### src/rtl/ysyx_22040895_wb_queue_pkg.sv
// rtl/ysyx_22040895_wb_queue_pkg.sv - shared register-file widths and enable levels
// Contents: RegAddrBus/RegBus widths, WriteEnable/RstEnable levels,
//           register address/data typedefs used by the writeback queue.
package ysyx_22040895_wb_queue_pkg;

  localparam int RegAddrBus = 5;
  localparam int RegBus     = 64;

  localparam logic WriteEnable = 1'b1;
  localparam logic RstEnable   = 1'b1;

  typedef logic [RegAddrBus-1:0] reg_addr_t;
  typedef logic [RegBus-1:0]     reg_data_t;

endpackage

### src/rtl/ysyx_22040895_wb_fwd_lookup.sv
// rtl/ysyx_22040895_wb_fwd_lookup.sv - youngest-match bypass search over the writeback queue
// Ports:
//   rd_arr, data_arr : queue storage, indexed by physical slot
//   head, count      : oldest slot and number of valid entries
//   addr             : register being looked up (x0 never hits)
//   hit, data        : match flag and data of the youngest matching entry (0 on miss)
module ysyx_22040895_wb_fwd_lookup
  import ysyx_22040895_wb_queue_pkg::*;
#(
  parameter int DEPTH = 4,
  localparam int PW = $clog2(DEPTH),
  localparam int CW = PW + 1
) (
  input  logic [DEPTH-1:0][RegAddrBus-1:0] rd_arr,
  input  logic [DEPTH-1:0][RegBus-1:0]     data_arr,
  input  logic [PW-1:0]                    head,
  input  logic [CW-1:0]                    count,
  input  logic [RegAddrBus-1:0]            addr,
  output logic                             hit,
  output logic [RegBus-1:0]                data
);

  logic [PW-1:0] idx;

  // Walk entries from oldest to youngest; a later match overwrites an
  // earlier one, so the result is always the youngest matching entry.
  always_comb begin
    hit  = 1'b0;
    data = '0;
    idx  = '0;
    for (int k = 0; k < DEPTH; k++) begin
      idx = head + PW'(k);
      if ((CW'(k) < count) && (addr != '0) && (rd_arr[idx] == addr)) begin
        hit  = 1'b1;
        data = data_arr[idx];
      end
    end
  end

endmodule

### src/rtl/ysyx_22040895_wb_queue.sv
// rtl/ysyx_22040895_wb_queue.sv - pending-writeback FIFO merging LSU and ALU results
// Ports:
//   clk, rst                         : clock, synchronous active-high reset
//   lsu_valid_i/ready_o/rd_i/data_i  : load-result source (older when both fire)
//   alu_valid_i/ready_o/rd_i/data_i  : ALU-result source
//   we_o, waddr_o, wdata_o           : regfile write port, shows the head entry
//   fwdN_addr_i/hit_o/data_o         : two operand bypass lookups
//   count_o                          : current occupancy
module ysyx_22040895_wb_queue
  import ysyx_22040895_wb_queue_pkg::*;
#(
  parameter int DEPTH = 4
) (
  input  logic                  clk,
  input  logic                  rst,
  input  logic                  lsu_valid_i,
  output logic                  lsu_ready_o,
  input  logic [RegAddrBus-1:0] lsu_rd_i,
  input  logic [RegBus-1:0]     lsu_data_i,
  input  logic                  alu_valid_i,
  output logic                  alu_ready_o,
  input  logic [RegAddrBus-1:0] alu_rd_i,
  input  logic [RegBus-1:0]     alu_data_i,
  output logic                  we_o,
  output logic [RegAddrBus-1:0] waddr_o,
  output logic [RegBus-1:0]     wdata_o,
  input  logic [RegAddrBus-1:0] fwd1_addr_i,
  input  logic [RegAddrBus-1:0] fwd2_addr_i,
  output logic                  fwd1_hit_o,
  output logic                  fwd2_hit_o,
  output logic [RegBus-1:0]     fwd1_data_o,
  output logic [RegBus-1:0]     fwd2_data_o,
  output logic [$clog2(DEPTH):0] count_o
);

  localparam int PW = $clog2(DEPTH);
  localparam int CW = PW + 1;

  localparam logic [CW-1:0] CNT_FULL = CW'(DEPTH);
  localparam logic [CW-1:0] CNT_M1   = CW'(DEPTH - 1);
  localparam logic [CW-1:0] CNT_M2   = CW'(DEPTH - 2);

  // Entry storage is deliberately left out of reset; count/head/tail
  // alone decide which slots are meaningful.
  logic [DEPTH-1:0][RegAddrBus-1:0] rd_mem;
  logic [DEPTH-1:0][RegBus-1:0]     data_mem;

  logic [PW-1:0] head;
  logic [PW-1:0] tail;
  logic [CW-1:0] count;

  logic          in_rst;
  logic          lsu_push;
  logic          alu_push;
  logic          pop;
  logic [PW-1:0] alu_slot;

  assign in_rst = (rst == RstEnable);

  // Ready depends only on the registered count, never on this cycle's pop,
  // so the regfile side has no combinational path back to the sources.
  // The ALU keeps one slot in reserve for the LSU when the queue is nearly
  // full, because the LSU wins a same-cycle tie.
  assign lsu_ready_o = !in_rst && (count < CNT_FULL);
  assign alu_ready_o = !in_rst &&
                       ((count <= CNT_M2) || ((count == CNT_M1) && !lsu_valid_i));

  // Writes to x0 complete the handshake but are dropped.
  assign lsu_push = lsu_valid_i && lsu_ready_o && (lsu_rd_i != '0);
  assign alu_push = alu_valid_i && alu_ready_o && (alu_rd_i != '0);

  // The regfile never stalls, so a valid head always retires this cycle.
  assign pop = !in_rst && (count != '0);

  // The ALU entry lands behind the LSU entry when both are pushed.
  assign alu_slot = tail + PW'(lsu_push);

  always_ff @(posedge clk) begin
    if (lsu_push) begin
      rd_mem[tail]   <= lsu_rd_i;
      data_mem[tail] <= lsu_data_i;
    end
    if (alu_push) begin
      rd_mem[alu_slot]   <= alu_rd_i;
      data_mem[alu_slot] <= alu_data_i;
    end
  end

  always_ff @(posedge clk) begin
    if (in_rst) begin
      head  <= '0;
      tail  <= '0;
      count <= '0;
    end else begin
      if (pop) begin
        head <= head + PW'(1);
      end
      tail  <= tail + PW'(lsu_push) + PW'(alu_push);
      count <= count + CW'(lsu_push) + CW'(alu_push) - CW'(pop);
    end
  end

  assign we_o    = pop ? WriteEnable : ~WriteEnable;
  assign waddr_o = pop ? rd_mem[head]   : '0;
  assign wdata_o = pop ? data_mem[head] : '0;

  // Forced to zero in reset, which also masks the bypass lookups below.
  assign count_o = in_rst ? '0 : count;

  ysyx_22040895_wb_fwd_lookup #(
    .DEPTH (DEPTH)
  ) u_fwd1 (
    .rd_arr   (rd_mem),
    .data_arr (data_mem),
    .head     (head),
    .count    (count_o),
    .addr     (fwd1_addr_i),
    .hit      (fwd1_hit_o),
    .data     (fwd1_data_o)
  );

  ysyx_22040895_wb_fwd_lookup #(
    .DEPTH (DEPTH)
  ) u_fwd2 (
    .rd_arr   (rd_mem),
    .data_arr (data_mem),
    .head     (head),
    .count    (count_o),
    .addr     (fwd2_addr_i),
    .hit      (fwd2_hit_o),
    .data     (fwd2_data_o)
  );

endmodule

### config.mk
export PLATFORM = sky130hd
export DESIGN_NAME = ysyx_22040895_wb_queue
export DESIGN_NICKNAME = d
export VERILOG_FILES = /design/src/rtl/ysyx_22040895_wb_queue_pkg.sv /design/src/rtl/ysyx_22040895_wb_fwd_lookup.sv /design/src/rtl/ysyx_22040895_wb_queue.sv
export SDC_FILE = /design/constraint.sdc
export NUM_CORES = 1
export LEC_CHECK = 0
export CORE_MARGIN = 1.5
export CORE_UTILIZATION = 35
export DETAILED_ROUTE_END_ITERATION = 8
export SLEW_MARGIN = 0
export SYNTH_ARGS = -nofsm -noshare
export SYNTH_HDL_FRONTEND = slang
export SYNTH_HIERARCHICAL = 1
export SYNTH_SLANG_ARGS = --single-unit
### constraint.sdc
create_clock -name clk -period 3.3 [get_ports clk]
set_input_delay 0.66 -clock clk [delete_from_list [all_inputs] [get_ports clk]]
set_output_delay 0.66 -clock clk [all_outputs]
set_load 0.02 [all_outputs]
Word-level counts from Yosys, hierarchy flattened
Cells that the tools add are included.
{"block": "classes", "add_sub_neg": 8, "multipliers": 0, "div_mod_pow": 0, "magnitude_cmp": 14, "n_eq_ne": 9, "shifts": 0, "muxes": 52, "n_bitwise": 0, "n_reduce_logical": 34}
{"operator": "64-bit two-way mux", "n": 15}
{"operator": "64-bit binary-select mux with 2-bit select", "n": 4}
{"operator": "256-bit bitwise mux", "n": 2}
{"operator": "256-bit two-way mux", "n": 2}
{"operator": "64-bit demux with 2-bit select", "n": 2}
{"operator": "5-bit binary-select mux with 2-bit select", "n": 4}
{"operator": "20-bit bitwise mux", "n": 2}
{"operator": "5-bit equality test", "n": 8}
{"operator": "20-bit two-way mux", "n": 2}
{"operator": "5-bit two-way mux", "n": 7}
{"operator": "1-bit logical AND", "n": 26}
{"operator": "5-bit demux with 2-bit select", "n": 2}
{"operator": "5-bit nonzero test", "n": 4}
{"operator": "2-bit by 3-bit less-than comparator with 1-bit output (second input constant)", "n": 6}
{"operator": "1-bit two-way mux", "n": 9}
{"operator": "3-bit by 1-bit adder with 3-bit output", "n": 2}
{"operator": "1-bit by 3-bit less-than comparator with 1-bit output (first input constant)", "n": 2}
{"operator": "2-bit by 3-bit less-than comparator with 1-bit output (first input constant)", "n": 2}
{"operator": "2-bit by 1-bit adder with 2-bit output", "n": 2}
{"operator": "2-bit adder (second input constant)", "n": 2}
{"operator": "2-bit by 1-bit greater-or-equal comparator with 1-bit output (second input constant)", "n": 2}
{"operator": "3-bit by 2-bit equality test with 1-bit output (second input constant)", "n": 1}
{"operator": "3-bit by 2-bit less-or-equal comparator with 1-bit output (second input constant)", "n": 1}
{"operator": "3-bit less-than comparator (second input constant)", "n": 1}
{"operator": "other kinds (6)", "n": 7}
{"block": "totals", "regBits": 283, "latch_bits": 0, "ramBits": 0, "rom_bits": 0, "out_inout_bits": 205, "word_cells": 128, "memories": 0}

Longest topological paths before layout
{"block": "logic_depth", "depth_word": 11, "ltp_mapped": 10}

Modules after synthesis
Netlist, hierarchy kept.
{"module": "ysyx_22040895_wb_fwd_lookup", "instances": 2, "cells_per_inst": 1268, "area_per_inst_um2": 10577.6}
{"module": "ysyx_22040895_wb_queue", "instances": 1, "cells_per_inst": 1107, "area_per_inst_um2": 14715.4}

Worst setup path before layout
No wires, ideal clock.
{"block": "synth_timing", "path_kind": "in2out", "start": "in rst", "end": "out fwd1_data_o[13]", "arrival_ns": 3.157, "required_ns": 2.640, "slack_ns": -0.517, "path_stages": 9, "path_buffers": 3, "cell_sequence": "clkbuf_1 nor2_1 or3_1 nand4_2 buf_6 buf_6 a2111oi_0 a21oi_1 o32ai_1"}
{"block": "synth_between", "elab_chain_len": 8, "word_cells_on_any_way": 17}
{"item": "start: declaration", "line": "ysyx_22040895_wb_queue.sv:15", "text": "input logic rst,"}
{"item": "3-bit two-way mux (*)", "line": "ysyx_22040895_wb_queue.sv:108", "text": "assign count_o = in_rst ? '0 : count;"}
{"item": "via count_o[2]", "line": "ysyx_22040895_wb_queue.sv:33", "text": "output logic [$clog2(DEPTH):0] count_o"}
{"item": "1-bit by 3-bit less-than comparator with 1-bit output", "line": "ysyx_22040895_wb_fwd_lookup.sv:33", "text": "if ((CW'(k) < count) && (addr != '0) && (rd_arr[idx] == addr)) begin"}
{"item": "1-bit logical AND (2 in series)", "line": "ysyx_22040895_wb_fwd_lookup.sv:33"}
{"item": "64-bit two-way mux (3 in series)", "line": "ysyx_22040895_wb_fwd_lookup.sv:33"}
{"item": "64-bit two-way mux (*)", "line": "ysyx_22040895_wb_fwd_lookup.sv:33"}
{"item": "end: declaration", "line": "ysyx_22040895_wb_queue.sv:31", "text": "output logic [RegBus-1:0] fwd1_data_o,"}
Mark *: on every way through the listed nets, which the timed path passes. The rest lies on a longest branch.

Final worst setup path
{"block": "layout_timing", "start": "reg head[0]", "end": "out fwd1_data_o[46]"}
{"block": "layout_between", "elab_chain_len": 8, "word_cells_on_any_way": 31}
{"item": "start: declaration", "line": "ysyx_22040895_wb_queue.sv:48", "text": "logic [PW-1:0] head;"}
{"item": "start signal: assignment", "line": "ysyx_22040895_wb_queue.sv:96", "text": "head <= head + PW'(1);"}
{"item": "2-bit by 1-bit adder with 2-bit output or 5-bit binary-select mux with 2-bit select (tied branches)", "line": "ysyx_22040895_wb_fwd_lookup.sv:32, ysyx_22040895_wb_fwd_lookup.sv:33"}
{"item": "5-bit binary-select mux with 2-bit select or 5-bit two-way mux (tied branches)", "line": "ysyx_22040895_wb_fwd_lookup.sv:33"}
{"item": "5-bit two-way mux (not written as such) or 5-bit equality test (tied branches)", "line": "ysyx_22040895_wb_fwd_lookup.sv:33"}
{"item": "5-bit equality test or 1-bit logical AND (tied branches)", "line": "ysyx_22040895_wb_fwd_lookup.sv:33"}
{"item": "1-bit logical AND or 64-bit two-way mux (tied branches)", "line": "ysyx_22040895_wb_fwd_lookup.sv:33"}
{"item": "64-bit two-way mux (2 in series)", "line": "ysyx_22040895_wb_fwd_lookup.sv:33"}
{"item": "64-bit two-way mux (*)", "line": "ysyx_22040895_wb_fwd_lookup.sv:33"}
Every way passes the cells marked *; elsewhere a longest branch is shown, timed or not. The select of a mux whose other input is x is not followed.

==> metrics.md <==
| Metric | Value |
|---|---|
| Clock latency on the worst-skew pair | 0.60 ns |
| Clock tree buffer depth | 3 |
| Power Internal | 29.0 mW |
| P_leak | 18.9 nW |
| 1st-iter DRT viols | 4,906 |
| Area leader, netlist | mux2_2 |
| Ys async rst share | 0% |
| Largest net degree at the start of global routing | 150 |
| Slew @ Worst Pin | 1.04 ns |
| Die Y | 323 µm |
| Starting density of the core | 35.3% |
| Yosys top cell area share | 28.6% |
| Top cells by count, synth | 911 x mux2_2, 376 x a311oi_1, 331 x clkbuf_1 |
| Antenna viol nets, final | 0 |
| Count of cell types in the netlist | 57 |
| Vias in the first global route | 36,298 |
| Detailed-route wire length per cell | 32.3 µm |
| GR Overflow Total | 0 |
| Top FF cell, synth | dfxtp_1 |
| Top cells by area, synth | mux2_2 29%, dfxtp_1 16%, a311oi_1 9.2%, mux2i_1 7.8%, mux4_2 6.1% |
| Register bit total from synthesis | 283 |
| Hpwl dp | 107,000 µm |
| Vias | 38,998 |
| Syn_area_per_cell | 9.85 µm² |
| Port buffer count | 356 |
| Placed inst area | 45,000 µm² |
| Sequential share of the synthesized area | 15.8% |
| Routability cong. | 0.896 |
| Layout Nets | 4,282 |
| Setup crit start kind | flop |
| Net Switching | 29.8 mW |
| Max_cap viols | 0 |
| Syn-to-layout area delta | 48.7% |
| Final Worst Setup Slack | -1.15 ns |
| Failing checks | negative setup slack |
| Setup CP Type | reg2out |
| Share of layout cells above drive strength 1 | 58.7% |
| All-Layer GR Usage | 30.0% |
| Filler instances | 8,744 |
| Outcome | complete, but fails checks |
| Max Fanout on Critical Path | 64 |
| Final Cycle Share | 135% |
| DR DRC count | 0 |
| First-pass GRT wire length | 241,000 µm |
| CP Data Required Time | 2.64 ns |
| Vias per inst | 7.06 |
| Number of flops mapped to enable cells by yosys | 0 |
| Slew headroom | 30.4% |
| Clk pin slew, worst setup/hold paths | 0.05 ns |
| Mapped Area | 35,900 µm² |
| First-pass DRT Iterations | 6 |
| Count leader, synth | mux2_2 |
| Total CTS buffers | 38 |
| Synth warn | 6 |
| Clock Power Share | 7.4% |
| Sw frac | 50.7% |
| Total Wirelength | 178,000 µm |
| Worst Skew | 0.0224 ns |
| RSZ-0062 raised after global routing | yes |
| CTS Hold Bufs | 0 |
| Chip width | 323 µm |
| Worst min path class | reg2reg |
| Pwr Density | 1100 nW/µm² |
| Setup total negative slack | -132.25 ns |
| Num rows | 117 |
| Sequential share of power | 14.4% |
| Combinational share of power | 78.2% |
| Maximum vdd drop | 0.825 mV |
| Crit path time final | 4.45 ns |
| Mapped Nets | 3,801 |
| H-tree depth | 2 |
| Die Area | 104,000 µm² |
| Worst setup EP type | output pin |
| Max frequency | 0.225 GHz |
| Clk root buf | clkbuf_16 |
| CTS tree | done |
| Post-synthesis cell count | 3,643 |
| Hold Vio Cnt, Final | 0 |
| Clk sink count | 283 |
| I/O pin count | 357 |
| Fin. max-slew vios | 0 |
| Final Setup Violations | 169 |
| Core Box Area | 102,000 µm² |
| CP arrival | 3.79 ns |
| Post-route cell area | 53,300 µm² |
| Initial antenna violation count | 11 |
==> through the flow <==
stage               utilization (%)  setup slack [ns]  std cells  power (mW)  hold slack, ns
floorplan                         -           0.00283       3643        30.7           0.583
global placement               44.3             -1.41       5289        45.6           0.678
detailed placement             44.3             -1.35       5289        46.0           0.671
CTS                            47.7             -1.11       5421        52.6           0.705
global route                   52.4             -1.19       5522        60.7           0.736
finish                         52.4             -1.15       5522        58.8           0.697
==> state kept, by name, summed over array words and instances (netlist names) <==
name,flops
tail,2
head,2
rd_mem,20
count,3
data_mem,256
==> layer usage <==
| layer | wire, µm | share of wire (%) | vias to the layer above | global-route usage (%) |
|---|---|---|---|---|
| met1 | 71900 | 40 | 19325 | 39.8 |
| met2 | 77500 | 43 | 2685 | 45.8 |
| met4 | 9950 | 5.6 | 14 | 14.3 |
| met3 | 18800 | 11 | 689 | 6.91 |
| met5 | 97 | 0.054 | - | 0 |
| li1 | - | - | 16285 | - |
==> cells by family (layout without fill, tap and decap cells) <==
family / Yosys count / in the layout / synth area share [%]
AOI/OAI and AO/OA: 1044 / 1044 / 25.0
xor gates and xnor gates: 47 / 47 / 1.23
adders and majority gates: 6 / 6 / 0.230
buffers and inverters: 559 / 1068 / 7.46
DFF: 283 / 283 / 15.8
muxes: 1311 / 1311 / 43.4
other: 0 / 2 / 0
and+or+nand+nor: 393 / 393 / 6.81
==> worst paths after layout <==
| kind | endpoint | startpoint | slack, ns | cells after the start |
|---|---|---|---|---|
| max | fwd1_data_o[46] | head[0] | -1.15 | 12 |
| min | head[0] | count[0] | 0.70 | 3 |
| max reg2reg | count[2] | count[2] | 0.68 | 11 |
| min reg2reg | head[0] | count[0] | 0.70 | 3 |
==> cell usage in the layout, fill, tap and decap left out, types with 8 or more instances in the layout <==
master	instances
a2111oi_1	66
mux4_2	97
mux2_2	911
a311oi_1	189
o32ai_4	54
nand3_4	11
nor3b_1	123
a2111oi_2	81
mux2_4	20
xnor2_2	12
buf_4	414
clkbuf_16	73
xor2_1	11
and2_1	69
xnor2_1	15
a311oi_2	160
buf_8	13
clkdlybuf4s50_1	163
a2111oi_0	64
clkbuf_1	8
buf_12	169
a41o_1	128
dfxtp_1	281
a21oi_2	30
buf_6	100
mux2i_1	269
a21oi_1	98
dlymetal6s2s_1	50
buf_2	17
nor3_1	130
o32ai_2	74
buf_16	24
a311oi_4	35
a2111oi_4	45
==> power groups by stage <==
stage                     sequential [mW]  combinational (mW)  clock [mW]
after floorplan                      6.98                23.7           0
after global placement               8.21                37.4           0
after detailed placement             8.36                37.6           0
after CTS                            8.26                39.9        4.44
after global routing                 8.70                47.5        4.56
final                                8.45                46.0        4.37
==> worst max-delay path: stages (launching register included) <==
cell and delay [ns]:
dfxtp_4 0.36, buf_12 0.13, buf_4 0.13, buf_6 0.21
mux4_2 0.35, xnor2_1 0.21, nand4_1 0.13, buf_4 0.19
or2_4 0.26, buf_12 0.20, a311oi_1 0.51, o32ai_4 0.21
buf_6 0.18
==> cell type report <==
cell class	count	area (µm²)	area share [%]
Clock inverter	14	146	0.274
Sequential cell	283	5670	10.6
Clock buffer	54	1140	2.13
Inverter	9	40.0	0.0751
Tap cell	1368	1710	3.21
Antenna cell	2	5.00	0.00938
Multi-Input combinational cell	2801	32800	61.6
Timing Repair Buffer	991	11800	22.1
==> timing repair <==
action | in CTS | in global routing
pin swaps | 110 | 113
gates cloned | 15 | 32
resized for setup | 814 | 702
setup endpoints to repair | 199 | 199
setup buffers | 52 | 77
Power figures use the tool's default switching activity.
